<file path="src/rtl/onchip_sram_stream_reader_pkg.sv">
// Shared types and sizing for the on-chip SRAM stream reader.
// Word/address geometry lives here so the interfaces and the datapath agree.
package sram_rd_pkg;

    localparam int DATA_W       = 64;
    localparam int ADDR_W       = 6;
    localparam int FIFO_DEPTH   = 4;
    localparam int READ_LATENCY = 1;
    localparam int BE_W         = DATA_W / 8;
    localparam int LEN_W        = ADDR_W + 1;

    typedef enum logic [1:0] {
        IDLE,
        ISSUE,
        DRAIN
    } state_t;

    function automatic int clog2(input int value);
        int result = 0;
        while ((1 << result) < value) result++;
        return result;
    endfunction

endpackage

</file>
<file path="src/rtl/onchip_sram_stream_reader_if.sv">
// Avalon-MM read port towards SRAM s2 and Avalon-ST source port towards the sink.
// Master modports belong to the reader; slave modports to the SRAM and the sink.
interface sram_rd_mem_if;
    import sram_rd_pkg::*;

    logic [ADDR_W-1:0] address;
    logic              chipselect;
    logic              write;
    logic [BE_W-1:0]   byteenable;
    logic              clken;
    logic [DATA_W-1:0] readdata;

    modport master (output address, chipselect, write, byteenable, clken, input readdata);
    modport slave  (input address, chipselect, write, byteenable, clken, output readdata);
endinterface

interface sram_rd_st_if;
    import sram_rd_pkg::*;

    logic [DATA_W-1:0] data;
    logic              valid;
    logic              ready;
    logic              sop;
    logic              eop;

    modport master (output data, valid, sop, eop, input ready);
    modport slave  (input data, valid, sop, eop, output ready);
endinterface

</file>
<file path="src/rtl/onchip_sram_stream_reader_fifo.sv">
// Synchronous output buffer between the SRAM read pipe and the stream port.
// Head entry is presented combinationally so it stays stable while not popped.
module sram_rd_fifo
    import sram_rd_pkg::*;
#(
    parameter int WIDTH = DATA_W,
    parameter int DEPTH = FIFO_DEPTH
) (
    input  logic                      i_clk,
    input  logic                      i_reset,
    input  logic                      i_push,
    input  logic [WIDTH-1:0]          i_push_data,
    input  logic                      i_pop,
    output logic [WIDTH-1:0]          o_head,
    output logic [clog2(DEPTH):0]     o_count,
    output logic                      o_empty,
    output logic                      o_full
);
    localparam int PTR_W = clog2(DEPTH);
    localparam int CNT_W = PTR_W + 1;

    logic [WIDTH-1:0] r_mem [DEPTH];
    logic [PTR_W-1:0] r_wr_ptr;
    logic [PTR_W-1:0] r_rd_ptr;
    logic [CNT_W-1:0] r_count;
    logic             w_do_push;
    logic             w_do_pop;

    assign w_do_push = i_push & ~o_full;
    assign w_do_pop  = i_pop & ~o_empty;

    always_ff @(posedge i_clk) begin
        if (i_reset) begin
            r_wr_ptr <= '0;
            r_rd_ptr <= '0;
            r_count  <= '0;
        end else begin
            if (w_do_push) r_wr_ptr <= r_wr_ptr + 1'b1;
            if (w_do_pop)  r_rd_ptr <= r_rd_ptr + 1'b1;
            case ({w_do_push, w_do_pop})
                2'b10:   r_count <= r_count + 1'b1;
                2'b01:   r_count <= r_count - 1'b1;
                default: r_count <= r_count;
            endcase
        end
    end

    // NOTE: the storage array has no reset; r_count alone decides which entries are valid.
    always_ff @(posedge i_clk) begin
        if (w_do_push) r_mem[r_wr_ptr] <= i_push_data;
    end

    assign o_head  = r_mem[r_rd_ptr];
    assign o_count = r_count;
    assign o_empty = (r_count == '0);
    assign o_full  = (r_count == CNT_W'(DEPTH));

endmodule

</file>
<file path="src/rtl/onchip_sram_stream_reader.sv">
// Avalon-MM read master that streams LENGTH words from the SRAM as one Avalon-ST packet.
// Reads are only issued while buffered plus in-flight words leave room in the FIFO.
module onchip_sram_stream_reader
    import sram_rd_pkg::*;
(
    input  logic              i_clk,
    input  logic              i_reset,
    input  logic              i_start,
    input  logic [ADDR_W-1:0] i_base_addr,
    input  logic [LEN_W-1:0]  i_length,
    output logic              o_busy,
    output logic              o_done,
    sram_rd_mem_if.master     mem,
    sram_rd_st_if.master      st
);
    localparam int CNT_W  = clog2(FIFO_DEPTH) + 1;
    localparam int CRED_W = 8;

    state_t                  r_state;
    logic                    r_busy;
    logic                    r_done;
    logic                    r_cs;
    logic [ADDR_W-1:0]       r_mem_addr;
    logic [ADDR_W-1:0]       r_addr;
    logic [LEN_W-1:0]        r_issue_cnt;
    logic [LEN_W-1:0]        r_beat_cnt;
    logic                    r_first;
    logic [READ_LATENCY-1:0] r_pipe;

    logic [CNT_W-1:0]  w_fifo_count;
    logic              w_fifo_empty;
    logic              w_fifo_full;
    logic [DATA_W-1:0] w_fifo_head;
    logic              w_beat;
    logic              w_last_beat;
    logic [CRED_W-1:0] w_credit_used;
    logic              w_can_issue;

    // The read on the bus this cycle and every pipe stage each own a FIFO slot.
    assign w_credit_used = CRED_W'(w_fifo_count) + CRED_W'(r_cs) + CRED_W'($countones(r_pipe));
    assign w_can_issue   = (w_credit_used < CRED_W'(FIFO_DEPTH));
    assign w_beat        = ~w_fifo_empty & st.ready;
    assign w_last_beat   = (r_beat_cnt == LEN_W'(1));

    sram_rd_fifo #(
        .WIDTH (DATA_W),
        .DEPTH (FIFO_DEPTH)
    ) u_fifo (
        .i_clk       (i_clk),
        .i_reset     (i_reset),
        .i_push      (r_pipe[READ_LATENCY-1]),
        .i_push_data (mem.readdata),
        .i_pop       (w_beat),
        .o_head      (w_fifo_head),
        .o_count     (w_fifo_count),
        .o_empty     (w_fifo_empty),
        .o_full      (w_fifo_full)
    );

    // NOTE: all state updates use non-blocking assignments; later ones in this block override earlier defaults.
    always_ff @(posedge i_clk) begin
        if (i_reset) begin
            r_state     <= IDLE;
            r_busy      <= 1'b0;
            r_done      <= 1'b0;
            r_cs        <= 1'b0;
            r_mem_addr  <= '0;
            r_addr      <= '0;
            r_issue_cnt <= '0;
            r_beat_cnt  <= '0;
            r_first     <= 1'b0;
            r_pipe      <= '0;
        end else begin
            r_done    <= 1'b0;
            r_cs      <= 1'b0;
            r_pipe[0] <= r_cs;
            for (int i = 1; i < READ_LATENCY; i++) r_pipe[i] <= r_pipe[i-1];

            if (w_beat) begin
                r_beat_cnt <= r_beat_cnt - 1'b1;
                r_first    <= 1'b0;
            end

            case (r_state)
                IDLE: begin
                    if (i_start) begin
                        if (i_length != '0) begin
                            r_state     <= ISSUE;
                            r_busy      <= 1'b1;
                            r_addr      <= i_base_addr;
                            r_issue_cnt <= i_length;
                            r_beat_cnt  <= i_length;
                            r_first     <= 1'b1;
                        end else begin
                            r_done <= 1'b1;
                        end
                    end
                end
                ISSUE: begin
                    if (w_can_issue) begin
                        r_cs        <= 1'b1;
                        r_mem_addr  <= r_addr;
                        r_addr      <= r_addr + 1'b1;
                        r_issue_cnt <= r_issue_cnt - 1'b1;
                        if (r_issue_cnt == LEN_W'(1)) r_state <= DRAIN;
                    end
                end
                DRAIN: begin
                    if (w_beat && w_last_beat) begin
                        r_state <= IDLE;
                        r_busy  <= 1'b0;
                        r_done  <= 1'b1;
                    end
                end
                default: r_state <= IDLE;
            endcase
        end
    end

    assign o_busy = r_busy;
    assign o_done = r_done;

    assign mem.address    = r_mem_addr;
    assign mem.chipselect = r_cs;
    assign mem.write      = 1'b0;
    assign mem.byteenable = '1;
    assign mem.clken      = 1'b1;

    assign st.data  = w_fifo_head;
    assign st.valid = ~w_fifo_empty;
    assign st.sop   = ~w_fifo_empty & r_first;
    assign st.eop   = ~w_fifo_empty & w_last_beat;

endmodule

</file>
<file path="src/flat_wrapper.sv">
// flat-port wrapper written by rule: the top's interface ports become plain ports
module onchip_sram_stream_reader_flat import sram_rd_pkg::*;
  (i_clk, i_reset, i_start, i_base_addr, i_length, o_busy, o_done, mem_address, mem_chipselect, mem_write, mem_byteenable, mem_clken, mem_readdata, st_data, st_valid, st_sop, st_eop, st_ready);
  sram_rd_mem_if mem_i ();
  sram_rd_st_if st_i ();
  input  logic i_clk;
  input  logic i_reset;
  input  logic i_start;
  input  logic [ADDR_W-1:0] i_base_addr;
  input  logic [LEN_W-1:0] i_length;
  output logic o_busy;
  output logic o_done;
  output wire logic [$bits(mem_i.address)-1:0] mem_address;
  output wire logic [$bits(mem_i.chipselect)-1:0] mem_chipselect;
  output wire logic [$bits(mem_i.write)-1:0] mem_write;
  output wire logic [$bits(mem_i.byteenable)-1:0] mem_byteenable;
  output wire logic [$bits(mem_i.clken)-1:0] mem_clken;
  input wire logic [$bits(mem_i.readdata)-1:0] mem_readdata;
  output wire logic [$bits(st_i.data)-1:0] st_data;
  output wire logic [$bits(st_i.valid)-1:0] st_valid;
  output wire logic [$bits(st_i.sop)-1:0] st_sop;
  output wire logic [$bits(st_i.eop)-1:0] st_eop;
  input wire logic [$bits(st_i.ready)-1:0] st_ready;
  assign mem_address = mem_i.address;
  assign mem_chipselect = mem_i.chipselect;
  assign mem_write = mem_i.write;
  assign mem_byteenable = mem_i.byteenable;
  assign mem_clken = mem_i.clken;
  assign mem_i.readdata = mem_readdata;
  assign st_data = st_i.data;
  assign st_valid = st_i.valid;
  assign st_sop = st_i.sop;
  assign st_eop = st_i.eop;
  assign st_i.ready = st_ready;
  onchip_sram_stream_reader u_core (.i_clk(i_clk), .i_reset(i_reset), .i_start(i_start), .i_base_addr(i_base_addr), .i_length(i_length), .o_busy(o_busy), .o_done(o_done), .mem(mem_i), .st(st_i));
endmodule
</file>
<file path="config.mk">
export PLATFORM = sky130hd
export DESIGN_NAME = onchip_sram_stream_reader_flat
export DESIGN_NICKNAME = d
export VERILOG_FILES = /design/src/rtl/onchip_sram_stream_reader_pkg.sv /design/src/rtl/onchip_sram_stream_reader_if.sv /design/src/rtl/onchip_sram_stream_reader_fifo.sv /design/src/rtl/onchip_sram_stream_reader.sv /design/src/flat_wrapper.sv
export SDC_FILE = /design/constraint.sdc
export NUM_CORES = 1
export LEC_CHECK = 0
export BUFFER_PORTS_ARGS = -buffer_cell sky130_fd_sc_hd__buf_2
export CAP_MARGIN = 20
export CORE_MARGIN = 1.5
export CORE_UTILIZATION = 40
export CTS_CLUSTER_SIZE = 20
export DETAILED_ROUTE_END_ITERATION = 8
export PLACE_DENSITY_LB_ADDON = 0.2
export SYNTH_ARGS = -nofsm -noshare
export SYNTH_HDL_FRONTEND = slang
export SYNTH_SLANG_ARGS = --single-unit
</file>
<file path="constraint.sdc">
create_clock -name i_clk -period 3 [get_ports i_clk]
set_clock_uncertainty 0.1 [all_clocks]
set_input_delay 0.3 -clock i_clk [delete_from_list [all_inputs] [get_ports i_clk]]
set_output_delay 0.3 -clock i_clk [all_outputs]
set_load 0.01 [all_outputs]
</file>
==> results of run 1 <==
through the flow:
step / util / instances / instance area (um2) / hold WS, ns
2_1_floorplan: - / 625 / 11550 / 0.2989
3_3_place_gp: 0.4572 / 1138 / 12840 / 0.3451
3_5_place_dp: 0.4572 / 1138 / 12840 / 0.3760
4_1_cts: 0.5169 / 1270 / 14520 / 0.02031
5_1_grt: 0.5170 / 1271 / 14520 / 0.05394
6_report: 0.5170 / 1271 / 14520 / 0.04625
layout make-up:
type,instances,share of cell area
clock inverters,22,0.009306
repair buffers,246,0.1201
inverters,16,0.004136
well taps,378,0.03257
diodes,1,0.0001723
clock buffers,35,0.05446
multi-input cells,275,0.1914
flip-flops and latches,298,0.5878
path summary, 6_finish.rpt:
kind,depth (start not counted),end,startpoint
worst max-delay path,7,u_core.r_issue_cnt[1],u_core.u_fifo.o_count[0]
worst min-delay path,4,u_core.r_addr[0],i_base_addr[0]
worst max register to register,7,u_core.r_issue_cnt[1],u_core.u_fifo.o_count[0]
worst min register to register,2,u_core.r_first,u_core.r_first
repair_timing:
| item | CTS | global route |
|---|---|---|
| gates resized for setup | 0 | 0 |
| endpoints found under the hold margin | 267 | 0 |
| hold buffers | 75 | 0 |
registers in the layout (all words and copies together), names as in the netlist, 2 cells and up, named ones only:
register	flops
u_core.u_fifo.r_wr_ptr	2
u_core.u_fifo.r_rd_ptr	2
u_core.r_issue_cnt	7
u_core.r_state	2
u_core.u_fifo.o_count	3
u_core.r_addr	6
u_core.mem.address	6
u_core.r_beat_cnt	7
u_core.u_fifo.r_mem	256
worst max-delay path: cells and delay by family, from the launching register on:
kind	cells	cell delay (ns)
and+or+nand+nor	1	0.22
adders and majority gates	2	0.41
AOI/OAI and AO/OA	4	1.38
DFF	1	0.36
per-layer routing:
| metal | vias up | track usage | wire length, um |
|---|---|---|---|
| met5 | - | 0 | 0 |
| met1 | 3263 | 0.2178 | 10440 |
| met3 | 41 | 0.03364 | 1434 |
| met4 | 0 | 0.04275 | 448 |
| li1 | 2951 | - | - |
| met2 | 201 | 0.2722 | 11740 |
power by group:
part           internal, mW  total, mW  switching, mW
logic                 0.568       1.12          0.553
registers              4.58       4.69          0.102
clock network          1.97       3.47           1.50
Yosys cell counts (2+ instances only):
master,count,area [um2]
buf_4,10,75.07
conb_1,2,7.510
nor4_1,7,43.79
o21ai_0,11,55.05
a22oi_1,2,15.01
mux2i_1,7,70.07
a211o_1,3,26.28
o31ai_1,5,37.54
nor2b_1,7,43.79
nand3_1,6,30.03
a31oi_1,2,12.51
buf_2,8,40.04
mux4_2,64,1441
edfxtp_1,256,7687
ha_1,12,150.1
xor2_1,7,61.31
or2_0,2,12.51
o31a_1,2,17.52
nor3_1,8,40.04
a21o_1,2,15.01
nor2_1,24,90.09
xnor2_1,4,35.03
nand2b_1,6,37.54
dfxtp_1,42,840.8
o21a_1,2,15.01
or3_1,2,12.51
and3_1,3,18.77
o32ai_1,4,35.03
and2_1,5,31.28
nor3b_1,3,22.52
or2_1,3,18.77
clkbuf_1,16,60.06
inv_1,16,60.06
a21oi_1,32,160.2
nand2_1,18,67.56
logic make-up after synthesis:
logic type	after synthesis	share of synthesized area
xor gates and xnor gates	11	0.008365
buffers and inverters	52	0.02173
adders and majority gates	13	0.01477
muxes	71	0.1312
and+or+nand+nor	99	0.04400
AOI/OAI and AO/OA	71	0.03878
other	2	0.0006521
DFF	298	0.7405
cells in the final DEF, fill, tap and decap left out, types with 8 or more instances in the layout:
| cell | instances |
|---|---|
| a21oi_1 | 32 |
| buf_12 | 8 |
| buf_2 | 156 |
| clkbuf_16 | 31 |
| clkinv_1 | 10 |
| conb_1 | 10 |
| dfxtp_1 | 40 |
| dlygate4sd3_1 | 75 |
| edfxtp_1 | 256 |
| ha_1 | 12 |
| inv_1 | 16 |
| mux4_2 | 64 |
| nand2_1 | 18 |
| nor2_1 | 24 |
| nor3_1 | 8 |
| o21ai_0 | 11 |
==> results.cfg, run 1 <==
[logic_synthesis]
ys_seq_elements = 298
syn_area_per_cell_um2 = 18.67
syn_inst = 617
synth_flop_cell = edfxtp_1
syn_area_um2 = 11520
ys_seq_area_frac = 0.7405
synth_edf_count = 256
async_reset_ff_frac = 0
synth_cell_types = 49
ys.warnings.count = 0

[clock_network]
post_cts_buffers = 0
clockBufferDepth = 3
cts-root-buf = clkbuf_16
clkTransAtPathRegs_ns = 0.06
cts_tree = yes
cts.sinks = 298
cts_buffers = 31
clock_latency_ns = 0.55
htreeDepth = 1

[final_layout]
final_nets = 962
layout-drive-gt1-share = 0.3217
fillerInstances = 2344
syn_to_final_growth_pct = 26.07
seq_area_um2 = 8536
multi_input_area_um2 = 2779

[floorplanning]
dieArea_um2 = 29820
die_x_um = 172.7
pin_count = 167
start_util = 0.4101
fp.dieH_um = 172.7
row_count = 61
core_um2 = 28090

[timing]
finalHoldViolations = 0
fmax_ghz = 0.3939
setup_tns_ns = 0
fin_ws_ns = 0.4610
rsz0062_at_grt = false
slew_headroom = 0.4909
period_share = 0.8463
finalSetupViolCount = 0
worst_pin_slew_ns = 0.7637
slew_viol_final = 0
fin_crit_ns = 2.539

[routing]
vias = 6456
drc = 0
firstDrtPassIters = 4
initialDrtViolationCount = 492
final_antenna_net_count = 0
wl_per_cell_um = 18.93
vias_per_cell = 5.079
wirelength_um = 24060

[worst_hold_path]
hp-class = input port to flop

[worst_setup_path]
cpMostUsedCell = ha_1
cp_max_fo = 22
cp-start-kind = flop
setup.worst_path.class = flop to flop
worstPathRequired_ns = 3.38
cp_slowest_stage_delay_ns = 0.70
end_kind = flop
cp_cell_sequence = ha_1 > ha_1 > or2_1 > o21a_1 > a2111o_1 > a211o_1 > a21oi_1
r2r_slack_ns = 0.46
arrival_ns = 2.91
crit_slowest_cell = a2111o_1

[placement]
gp_congestion = 0.8384
port_buffers = 156
place_hpwl_um = 15110
post-place-ws_ns = 0.4583

[global_route]
grt_use_total = 0.1627
grt_overflow_total = 0
grt_pass1_vias = 6958
grt_max_degree = 43
grt_first_pass_wirelength_um = 38490
antenna_found_initial = 1

[power_and_ir_drop]
finalPower_mw = 9.277
p_leak_nw = 5.003
p_per_area_nw_per_um2 = 638.9
peakVddDrop_mv = 0.4373

[outcome]
run_status = complete, no violations

[flow_run]
cap_violations = 0
Note: power is estimated with default switching activity, not from simulation.
==> run 2, diff against run 1 <==
Clock period 3 ns to 2.4 ns, I/O delays scaled along.
==> run 2 against run 1 <==
Sequential cell count unchanged; power up 30%; die area unchanged; final area up 2.6%; non-clock buffer count up 24; clock power up 36%; final cell count up 1.7%; wire length up 2.3%; count of clock-buffer cells in the layout unchanged; sequential share of layout area down 1.5 points.
==> results.cfg, run 2 (same netlist as run 1, synthesis figures left out) <==
[worst_setup_path]
timing.critical_path.buf_inv = 1
setup.worst_path.class = flop to flop
worstPathRequired_ns = 2.78
cp-start-kind = flop
cp_max_fo = 16
crit_slowest_cell = a2111o_2
cp_slowest_stage_delay_ns = 0.56
end_kind = flop
cpMostUsedCell = ha_1
cp_cell_sequence = ha_1 > ha_1 > or2_1 > o21a_1 > a2111o_2 > buf_4 > a21o_1 > a21oi_1
r2r_slack_ns = 0.09
arrival_ns = 2.69
reg2reg_to = u_core.r_addr[1]
critPathTopFamily = compound AO/OA/AOI/OAI gates
rr_startpoint = u_core.mem.chipselect
r2r_cells = 8

[timing]
finalSetupViolCount = 0
slew_viol_final = 0
hold_slack_ns = 0.05895
slew_headroom = 0.6476
fin_crit_ns = 2.312
fmax_ghz = 0.4325
finalHoldViolations = 0
setup_tns_ns = 0
period_share = 0.9634
worst_pin_slew_ns = 0.5287

[routing]
vias_per_cell = 5.057
firstDrtPassIters = 4
final_antenna_net_count = 0
initialDrtViolationCount = 523
wl_per_cell_um = 19.06
wirelength_um = 24620
drc = 0
vias = 6533

[final_layout]
layout-drive-gt1-share = 0.3406
final_nets = 985
regMostFlops = u_core.u_fifo.r_mem
seq_area_um2 = 8536
stdcell_area_um2 = 14900
reg_top3 = u_core.u_fifo.r_mem (256), u_core.r_beat_cnt (7), u_core.r_issue_cnt (7)
layout_common_cells = 256 x edfxtp_1, 156 x buf_2, 77 x dlygate4sd3_1, 64 x mux4_2, 40 x dfxtp_1
multi_input_area_um2 = 2788
largest_reg_flops = 256
final_common_cell = edfxtp_1
syn_to_final_growth_pct = 29.35
fillerInstances = 2314

[placement]
place_area_um2 = 13060
place_hpwl_um = 15910
gp_congestion = 0.8500
port_buffers = 156

[outcome]
run_status = complete, no violations

[worst_hold_path]
min-delay-start = i_reset
hold_depth = 2
hp-class = input port to flop
whs_endpoint = u_core.u_fifo.r_wr_ptr[1]

[global_route]
grt_first_pass_wirelength_um = 38980
grt_max_degree = 29
grt_use_total = 0.1652
grt_overflow_total = 0
antenna_found_initial = 1
grt_pass1_vias = 7102

[power_and_ir_drop]
p_leak_nw = 5.176
p_per_area_nw_per_um2 = 807.9
finalPower_mw = 12.04
peakVddDrop_mv = 0.4662

[clock_network]
cts_buffers = 30
cts_tree = yes
cts.sinks = 298
clkTransAtPathRegs_ns = 0.06
clockBufferDepth = 3
htreeDepth = 1
cts-root-buf = clkbuf_16
clock_latency_ns = 0.55

[floorplanning]
row_count = 61
die_x_um = 172.7
dieArea_um2 = 29820
start_util = 0.4101
pin_count = 167
core_um2 = 28090
fp.dieH_um = 172.7

[flow_run]
cap_violations = 0
run 2: changes by cell type in the layout (fill, tap and decap cells not counted), sizes merged:
cell | before | now
buf | 171 | 193
clkinv | 17 | 11
bufinv | 1 | 5
dlygate4sd3 | 75 | 77
inv | 18 | 16
clkinvlp | 2 | 3
run 2: report_power, final:
| group | switching [mW] | internal [mW] | total [mW] | leakage (nW) |
|---|---|---|---|---|
| clock network | 1.89 | 2.82 | 4.71 | 0.479 |
| registers | 0.0997 | 5.73 | 5.83 | 2.65 |
| logic | 0.727 | 0.769 | 1.50 | 2.05 |
| total | 2.72 | 9.32 | 12.0 | 5.18 |
run 2: worst reg2reg max path, delay by kind of cell (launching register included):
kind | cells | cell delay [ns]
buffers and inverters | 1 | 0.21
adder cells (fa/ha/maj) | 2 | 0.41
flip-flops | 1 | 0.33
AO/OA/AOI/OAI | 4 | 0.97
AND/OR/NAND/NOR | 1 | 0.23
run 2: how the worst max path moves through the flow:
stage                                   startpoint  slack, ns  cells after the start                        end
after global routing         u_core.mem.chipselect    -0.0001                      8           u_core.r_addr[1]
after global placement       u_core.mem.chipselect       0.06                      8           u_core.r_addr[1]
final                        u_core.mem.chipselect       0.09                      8           u_core.r_addr[1]
after detailed placement     u_core.mem.chipselect      -0.05                      7           u_core.r_addr[3]
after CTS                    u_core.mem.chipselect      0.002                      7           u_core.r_addr[3]
after floorplan           u_core.u_fifo.o_count[1]       0.07                      3  u_core.u_fifo.r_mem[0][0]
run 2: stage by stage:
step                setup WS [ns]    util  std cells
finish                    0.08793  0.5304       1292
global route          -0.00009592  0.5303       1291
CTS                      0.002051  0.5290       1288
detailed placement       -0.04742  0.4650       1154
global placement          0.05618  0.4650       1154
floorplan                 0.07452       -        625
run 2: timing repair:
| item | CTS | global route |
|---|---|---|
| endpoints found under the setup margin | 57 | 12 |
| pin swaps | 0 | 1 |
| endpoints found under the hold margin | 272 | 0 |
| setup buffers | 3 | 3 |
| resized for setup | 1 | 1 |
| hold buffers | 77 | 0 |
run 2: routing by layer:
metal  GRT usage  part of all wire  up-vias
met5           0                 0        -
met4     0.04312             0.025        0
met3     0.02968             0.052       42
met2      0.2922              0.50      195
met1      0.2100              0.42     3299
li1            -                 -     2997
run 2: layout make-up:
type,instances,area share
Timing Repair Buffer,270,0.1367
Sequential cell,298,0.5729
Clock inverter,19,0.01562
Multi-Input combinational cell,275,0.1871
Tap cell,378,0.03175
Antenna cell,1,0.0001680
Inverter,16,0.004031
Clock buffer,35,0.05165
